<file path="src/rtl/pipe_ctrl_pkg.sv">
// Shared control-path types and constants for the load-use stall controller
// and its neighbouring pipeline-control blocks.
package pipe_ctrl_pkg;

  typedef enum logic [1:0] {
    RUN      = 2'd0,
    STALL    = 2'd1,
    REPLAY   = 2'd2,
    MEM_WAIT = 2'd3
  } state_e;

  // addi x0, x0, 0 -- the canonical RISC-V NOP loaded into flushed stages.
  localparam logic [31:0] NOP_INSN  = 32'h0000_0013;
  localparam int          CNT_W_DEF = 32;

endpackage

</file>
<file path="src/rtl/load_use_stall_controller_if.sv">
// Hazard-request inputs and pipeline-action outputs of the load-use stall
// controller, bundled as one interface.
interface load_use_stall_controller_if
  import pipe_ctrl_pkg::*;
#(
  parameter int CNT_W = CNT_W_DEF
);
  logic             hz_bubble;
  logic             hz_fwd_rs1;
  logic             hz_fwd_rs2;
  logic             branch_flush;
  logic             mem_busy;
  logic             cnt_clr;
  logic             pc_write_en;
  logic             ifid_write_en;
  logic             ifid_flush;
  logic             idex_bubble;
  logic             pipe_hold;
  logic             fwd_rs1_wb;
  logic             fwd_rs2_wb;
  logic [CNT_W-1:0] stall_count;
  logic             busy;

  // master: hazard units and pipeline side; slave: the controller itself.
  modport master (
    output hz_bubble, hz_fwd_rs1, hz_fwd_rs2, branch_flush, mem_busy, cnt_clr,
    input  pc_write_en, ifid_write_en, ifid_flush, idex_bubble, pipe_hold,
           fwd_rs1_wb, fwd_rs2_wb, stall_count, busy
  );

  modport slave (
    input  hz_bubble, hz_fwd_rs1, hz_fwd_rs2, branch_flush, mem_busy, cnt_clr,
    output pc_write_en, ifid_write_en, ifid_flush, idex_bubble, pipe_hold,
           fwd_rs1_wb, fwd_rs2_wb, stall_count, busy
  );
endinterface

</file>
<file path="src/rtl/sat_counter.sv">
// Saturating up-counter with synchronous clear; clear beats increment and
// the value sticks at all-ones instead of wrapping.
module sat_counter
  import pipe_ctrl_pkg::*;
#(
  parameter int CNT_W = CNT_W_DEF
) (
  input  logic             clk,
  input  logic             rst_n,
  input  logic             inc,
  input  logic             clr,
  output logic [CNT_W-1:0] value
);
  logic [CNT_W-1:0] cnt_q, cnt_d;

  always_comb begin
    cnt_d = cnt_q;
    if (clr) begin
      cnt_d = '0;
    end else if (inc && (cnt_q != {CNT_W{1'b1}})) begin
      cnt_d = cnt_q + {{(CNT_W-1){1'b0}}, 1'b1};
    end
  end

  always_ff @(posedge clk or negedge rst_n) begin
    if (!rst_n) cnt_q <= '0;
    else        cnt_q <= cnt_d;
  end

  assign value = cnt_q;
endmodule

</file>
<file path="src/rtl/load_use_stall_controller.sv">
// Turns registered load-use hazard requests into freeze / bubble / forward
// actions, arbitrated against memory wait and branch flush.
module load_use_stall_controller
  import pipe_ctrl_pkg::*;
#(
  parameter int CNT_W = CNT_W_DEF
) (
  input  logic                         clk,
  input  logic                         reset,
  load_use_stall_controller_if.slave   bus
);
  // Reset asserts immediately but deasserts only after two clock edges.
  logic [1:0] rst_sync_q;
  logic       rst_n;

  always_ff @(posedge clk or negedge reset) begin
    if (!reset) rst_sync_q <= 2'b00;
    else        rst_sync_q <= {rst_sync_q[0], 1'b1};
  end
  assign rst_n = rst_sync_q[1];

  state_e state_q, state_d, ret_q, ret_d;
  logic   fwd_q1, fwd_q2, fwd_d1, fwd_d2;
  logic   pc_we, ifid_we, ifid_fl, idex_bub, hold, fwd1, fwd2;

  always_ff @(posedge clk or negedge rst_n) begin
    if (!rst_n) begin
      state_q <= RUN;
      ret_q   <= RUN;
      fwd_q1  <= 1'b0;
      fwd_q2  <= 1'b0;
    end else begin
      state_q <= state_d;
      ret_q   <= ret_d;
      fwd_q1  <= fwd_d1;
      fwd_q2  <= fwd_d2;
    end
  end

  always_comb begin
    state_d  = state_q;
    ret_d    = ret_q;
    fwd_d1   = fwd_q1;
    fwd_d2   = fwd_q2;
    pc_we    = 1'b1;
    ifid_we  = 1'b1;
    ifid_fl  = 1'b0;
    idex_bub = 1'b0;
    hold     = 1'b0;
    fwd1     = 1'b0;
    fwd2     = 1'b0;

    case (state_q)
      STALL: begin
        pc_we    = 1'b0;
        ifid_we  = 1'b0;
        idex_bub = 1'b1;
      end
      REPLAY: begin
        fwd1 = fwd_q1;
        fwd2 = fwd_q2;
      end
      MEM_WAIT: begin
        pc_we   = 1'b0;
        ifid_we = 1'b0;
        hold    = 1'b1;
      end
      default: ;
    endcase

    // A held pipeline must not see a bubble or a forward; the interrupted
    // state is parked in ret_q and replayed once memory is ready.
    if (bus.mem_busy) begin
      pc_we    = 1'b0;
      ifid_we  = 1'b0;
      hold     = 1'b1;
      idex_bub = 1'b0;
      fwd1     = 1'b0;
      fwd2     = 1'b0;
      state_d  = MEM_WAIT;
      if (state_q != MEM_WAIT) ret_d = state_q;
    end else if (state_q == MEM_WAIT) begin
      state_d = ret_q;
    end else if (bus.branch_flush) begin
      // The PC must take the branch target even if a stall was pending.
      pc_we    = 1'b1;
      ifid_we  = 1'b1;
      ifid_fl  = 1'b1;
      idex_bub = 1'b1;
      state_d  = RUN;
      fwd_d1   = 1'b0;
      fwd_d2   = 1'b0;
    end else begin
      case (state_q)
        RUN, REPLAY: begin
          if (bus.hz_bubble) begin
            state_d = STALL;
            fwd_d1  = bus.hz_fwd_rs1;
            fwd_d2  = bus.hz_fwd_rs2;
          end else begin
            state_d = RUN;
          end
        end
        STALL:   state_d = REPLAY;
        default: state_d = RUN;
      endcase
    end
  end

  sat_counter #(.CNT_W(CNT_W)) u_stall_cnt (
    .clk   (clk),
    .rst_n (rst_n),
    .inc   ((state_q == STALL) || (state_q == MEM_WAIT)),
    .clr   (bus.cnt_clr),
    .value (bus.stall_count)
  );

  assign bus.pc_write_en   = pc_we;
  assign bus.ifid_write_en = ifid_we;
  assign bus.ifid_flush    = ifid_fl;
  assign bus.idex_bubble   = idex_bub;
  assign bus.pipe_hold     = hold;
  assign bus.fwd_rs1_wb    = fwd1;
  assign bus.fwd_rs2_wb    = fwd2;
  assign bus.busy          = (state_q != RUN);
endmodule

</file>
<file path="src/flat_wrapper.sv">
// flat-port wrapper written by rule: the top's interface ports become plain ports
module load_use_stall_controller_flat import pipe_ctrl_pkg::*;
#(
  parameter int CNT_W = CNT_W_DEF
)
  (clk, reset, bus_hz_bubble, bus_hz_fwd_rs1, bus_hz_fwd_rs2, bus_branch_flush, bus_mem_busy, bus_cnt_clr, bus_pc_write_en, bus_ifid_write_en, bus_ifid_flush, bus_idex_bubble, bus_pipe_hold, bus_fwd_rs1_wb, bus_fwd_rs2_wb, bus_stall_count, bus_busy);
  load_use_stall_controller_if #(.CNT_W(CNT_W)) bus_i ();
  input  logic clk;
  input  logic reset;
  input wire logic [$bits(bus_i.hz_bubble)-1:0] bus_hz_bubble;
  input wire logic [$bits(bus_i.hz_fwd_rs1)-1:0] bus_hz_fwd_rs1;
  input wire logic [$bits(bus_i.hz_fwd_rs2)-1:0] bus_hz_fwd_rs2;
  input wire logic [$bits(bus_i.branch_flush)-1:0] bus_branch_flush;
  input wire logic [$bits(bus_i.mem_busy)-1:0] bus_mem_busy;
  input wire logic [$bits(bus_i.cnt_clr)-1:0] bus_cnt_clr;
  output wire logic [$bits(bus_i.pc_write_en)-1:0] bus_pc_write_en;
  output wire logic [$bits(bus_i.ifid_write_en)-1:0] bus_ifid_write_en;
  output wire logic [$bits(bus_i.ifid_flush)-1:0] bus_ifid_flush;
  output wire logic [$bits(bus_i.idex_bubble)-1:0] bus_idex_bubble;
  output wire logic [$bits(bus_i.pipe_hold)-1:0] bus_pipe_hold;
  output wire logic [$bits(bus_i.fwd_rs1_wb)-1:0] bus_fwd_rs1_wb;
  output wire logic [$bits(bus_i.fwd_rs2_wb)-1:0] bus_fwd_rs2_wb;
  output wire logic [$bits(bus_i.stall_count)-1:0] bus_stall_count;
  output wire logic [$bits(bus_i.busy)-1:0] bus_busy;
  assign bus_i.hz_bubble = bus_hz_bubble;
  assign bus_i.hz_fwd_rs1 = bus_hz_fwd_rs1;
  assign bus_i.hz_fwd_rs2 = bus_hz_fwd_rs2;
  assign bus_i.branch_flush = bus_branch_flush;
  assign bus_i.mem_busy = bus_mem_busy;
  assign bus_i.cnt_clr = bus_cnt_clr;
  assign bus_pc_write_en = bus_i.pc_write_en;
  assign bus_ifid_write_en = bus_i.ifid_write_en;
  assign bus_ifid_flush = bus_i.ifid_flush;
  assign bus_idex_bubble = bus_i.idex_bubble;
  assign bus_pipe_hold = bus_i.pipe_hold;
  assign bus_fwd_rs1_wb = bus_i.fwd_rs1_wb;
  assign bus_fwd_rs2_wb = bus_i.fwd_rs2_wb;
  assign bus_stall_count = bus_i.stall_count;
  assign bus_busy = bus_i.busy;
  load_use_stall_controller #(.CNT_W(CNT_W)) u_core (.clk(clk), .reset(reset), .bus(bus_i));
endmodule
</file>
<file path="config.mk">
export PLATFORM = sky130hd
export DESIGN_NAME = load_use_stall_controller_flat
export DESIGN_NICKNAME = d
export VERILOG_FILES = /design/src/rtl/pipe_ctrl_pkg.sv /design/src/rtl/load_use_stall_controller_if.sv /design/src/rtl/sat_counter.sv /design/src/rtl/load_use_stall_controller.sv /design/src/flat_wrapper.sv
export SDC_FILE = /design/constraint.sdc
export NUM_CORES = 1
export LEC_CHECK = 0
export CELL_PAD_IN_SITES_DETAIL_PLACEMENT = 1
export CELL_PAD_IN_SITES_GLOBAL_PLACEMENT = 1
export CORE_AREA = 2 2 79 81
export CTS_CLUSTER_DIAMETER = 40
export CTS_CLUSTER_SIZE = 30
export DETAILED_ROUTE_END_ITERATION = 6
export DIE_AREA = 0 0 81 83
export PLACE_DENSITY = 0.78
export SLEW_MARGIN = 5
export SYNTH_ARGS = -nofsm -noshare
export SYNTH_HDL_FRONTEND = slang
export SYNTH_SLANG_ARGS = --single-unit
</file>
<file path="constraint.sdc">
create_clock -name clk -period 1.76 [get_ports clk]
set_clock_uncertainty 0.05 [all_clocks]
set_input_delay 0.352 -clock clk [delete_from_list [all_inputs] [get_ports clk]]
set_output_delay 0.352 -clock clk [all_outputs]
set_load 0.01 [all_outputs]
</file>
==> results.sh <==
export IMPL_fin_crit_sh_pct=135
export IMPL_setup_tns_ns=-14.48
export IMPL_hpwl_um=5470
export IMPL_ioPinCount=48
export IMPL_cts_root_buf="clkbuf_8"
export IMPL_postCtsHoldBufs=0
export IMPL_critPathMostFrequentCell="buf_6"
export IMPL_hold_violations=0
export IMPL_grt_setup_unrepaired="yes"
export IMPL_synth_cells=235
export IMPL_nNetsFinal=392
export IMPL_yosysWarningCount=0
export IMPL_syn_area_um2=2180
export IMPL_drt_wl_total_um=12000
export IMPL_final_area_um2=4190
export IMPL_hold_slack_ns=0.169
export IMPL_cts_buffer_depth=2
export IMPL_dr_pass1_iters=4
export IMPL_cts_clk_slew_worst_paths_ns=0.10
export IMPL_cpMaxStageDelayCell="or4_4"
export IMPL_grt_pass1_wl_um=15200
export IMPL_setup_viol=38
export IMPL_cap_violations=0
export IMPL_post_dp_cell_area_um2=3400
export IMPL_ys_seq_area_share_pct=45.9
export IMPL_overflow=0
export IMPL_cp_start_kind="register"
export IMPL_dieArea_um2=6720
export IMPL_ys_ff_latch=40
export IMPL_cts_sinks=40
export IMPL_antenna_found_initial=0
export IMPL_grt_max_degree=39
export IMPL_vias=2711
export IMPL_yosysTopAreaCell="dfrtp_1"
export IMPL_gp_congestion=0.771
export IMPL_tightest_slew_ns=0.522
export IMPL_drtIter0Drc=107
export IMPL_groute_usage_overall_pct=29.3
export IMPL_stdcell_count=459
export IMPL_synth_top_area_share_pct=45.9
export IMPL_ir_drop_v=0.000479
export IMPL_p_leak_nw=2.14
export IMPL_ctsHtreeMaxLevel=2
export IMPL_final_common_cell="buf_4"
export IMPL_coreArea_um2=5820
export IMPL_slew_violations=0
export IMPL_fmax_mhz=420
export IMPL_violations="negative setup slack"
export IMPL_end_kind="register"
export IMPL_r2r_slack_ns=-0.62
export IMPL_wl_per_cell_um=26.2
export IMPL_areaGrowthSynthToFinish_pct=92.0
export IMPL_slowest_delay_ns=0.47
export IMPL_die_h_um=83
export IMPL_layout_common_cells="buf_4 (83), buf_6 (26), dfrtp_1 (26), dlymetal6s2s_1 (21), nor2_1 (17)"
export IMPL_startpoint="u_core.u_stall_cnt.value[8]$_DFFE_PN0P_"
export IMPL_relSlewSlack_pct=65.2
export IMPL_n_antenna_cell=0
export IMPL_cp_required_ns=1.89
export IMPL_grt_pass1_vias=2892
export IMPL_setup_slack_ns=-0.623
export IMPL_crit_chain="nand4_1, buf_4, buf_6, or4_4, o31ai_4, buf_6, buf_6, xor2_1, nor2_1"
export IMPL_worstPathArrival_ns=2.51
export IMPL_avgSynthCellArea_um2=9.29
export IMPL_min_period_ns=2.38
export IMPL_status="finished with violations"
export IMPL_cts_buffers=5
export IMPL_clock_latency_ns=0.31
export IMPL_drc=0
export IMPL_dp_cells=422
export IMPL_power_density_nw_per_um2=598
export IMPL_drive_gt1_share_pct=56.8
export IMPL_vias_per_cell=5.91
export IMPL_die_w_um=81
export IMPL_worstPathMaxFanout=4
export IMPL_r2r_start="u_core.u_stall_cnt.value[8]$_DFFE_PN0P_"
export IMPL_drtAntennaViolNets=0
export IMPL_critPathKind="register to register"
export IMPL_cts_tree="done"
export IMPL_synthesis_nets=244
export IMPL_min_path_type="input port to async pin"
export IMPL_final_core_util_pct=72.0
export IMPL_yosysUniqueCellTypes=38
export IMPL_ys_top_cells_by_area="dfrtp_1 (46%), a21oi_1 (5.3%), o31ai_1 (4.8%)"
export IMPL_worst_path_buf_inv=4
export IMPL_path_delay_family="simple AND/OR/NAND/NOR gates"
export IMPL_initial_utilization_pct=37.5
export IMPL_rows=28
export IMPL_port_buffers=47
stage by stage:
| stage | worst slack (ns) | power [W] |
|---|---|---|
| after CTS | -0.351 | 0.00238 |
| after global placement | -0.486 | 0.00139 |
| after global routing | -0.683 | 0.00258 |
| after detailed placement | -0.583 | 0.00140 |
| after floorplan | -0.364 | 0.00121 |
| final | -0.623 | 0.00250 |
worst paths after layout:
| path | to | depth (start not counted) |
|---|---|---|
| min reg2reg | u_core.u_stall_cnt.value[27]$_DFFE_PN0P_ | 1 |
| max in group asynchronous | u_core.u_stall_cnt.value[1]$_DFFE_PN0P_ | 1 |
| max | u_core.u_stall_cnt.value[0]$_DFFE_PN0P_ | 9 |
| min | u_core.rst_sync_q[0]$_DFF_PN0_ | 1 |
| min in group clk | u_core.rst_sync_q[1]$_DFF_PN0_ | 0 |
| max reg2reg | u_core.u_stall_cnt.value[0]$_DFFE_PN0P_ | 9 |
cell families after synthesis:
group | share of synthesized area [%]
mux | 3.55
xor+xnor | 1.20
simple gates | 29.4
flops | 45.9
fa+ha+maj | 0.573
compound gates | 15.1
buf+inv | 4.07
other cells | 0.172
timing repair:
action / 4_1_cts / 5_1_grt
setup buffers: 13 / 20
pin swaps: 17 / 31
gates resized for setup: 83 / 91
endpoints found under the setup margin: 51 / 60
area by class of cell:
type / count / area (um2)
timing repair buffer: 151 / 1390
sequential: 40 / 1020
tap: 75 / 93.8
clock buffer: 6 / 72.6
fill: 587 / 1630
multi-input combinational: 177 / 1530
clock inverter: 2 / 60.1
inverter: 8 / 30.0
state kept, by name (all words and copies together), names as in the netlist:
register	count
u_core.u_stall_cnt.value	32
u_core.ret_q	2
u_core.rst_sync_q	2
u_core.state_q	2
u_core.fwd_q1	1
u_core.fwd_q2	1
worst register-to-register path, cell delays in order (launching register included):
cell and delay (ns):
dfrtp_2 0.41, nand4_1 0.20, buf_4 0.22, buf_6 0.11, or4_4 0.47, o31ai_4 0.24, buf_6 0.16, buf_6 0.11
xor2_1 0.20, nor2_1 0.10
Yosys cell counts:
master and instances:
mux2i_1 1, inv_1 8, or4_4 1, nor4_1 2
nor3b_1 2, nor2_1 19, buf_2 1, xor2_1 3
o31ai_1 14, and3_1 2, and4_1 1, a21o_1 3
nand4_1 11, or3_1 8, nor3_1 4, a31oi_1 2
a311o_1 1, nand2_1 14, o21ai_0 13, or2_2 3
or3_2 4, dlygate4sd1_1 1, clkbuf_1 5, and2_1 1
nor2b_1 10, or4_2 6, or4_1 9, buf_6 1
dfrtp_1 40, nand3_1 8, a21oi_1 23, buf_4 2
nand4_2 1, ha_1 1, nor4b_1 1, mux2_2 6
conb_1 1, nor4bb_1 2
report_power, final:
part	internal, W	total, W	leakage [nW]	switching (W)
clock network	0.000568	0.000943	0.0654	0.000375
registers	0.000972	0.00103	0.516	0.0000567
logic	0.000277	0.000533	1.56	0.000257
total	0.00182	0.00250	2.14	0.000688
per-layer routing:
layer / wire [um] / track usage (%) / part of all wire (%)
met1: 4790 / 36.1 / 40
met2: 6090 / 49.8 / 51
met3: 606 / 4.46 / 5.0
met4: 525 / 12.6 / 4.4
met5: 0 / 0 / 0
Power figures use the tool's default switching activity.
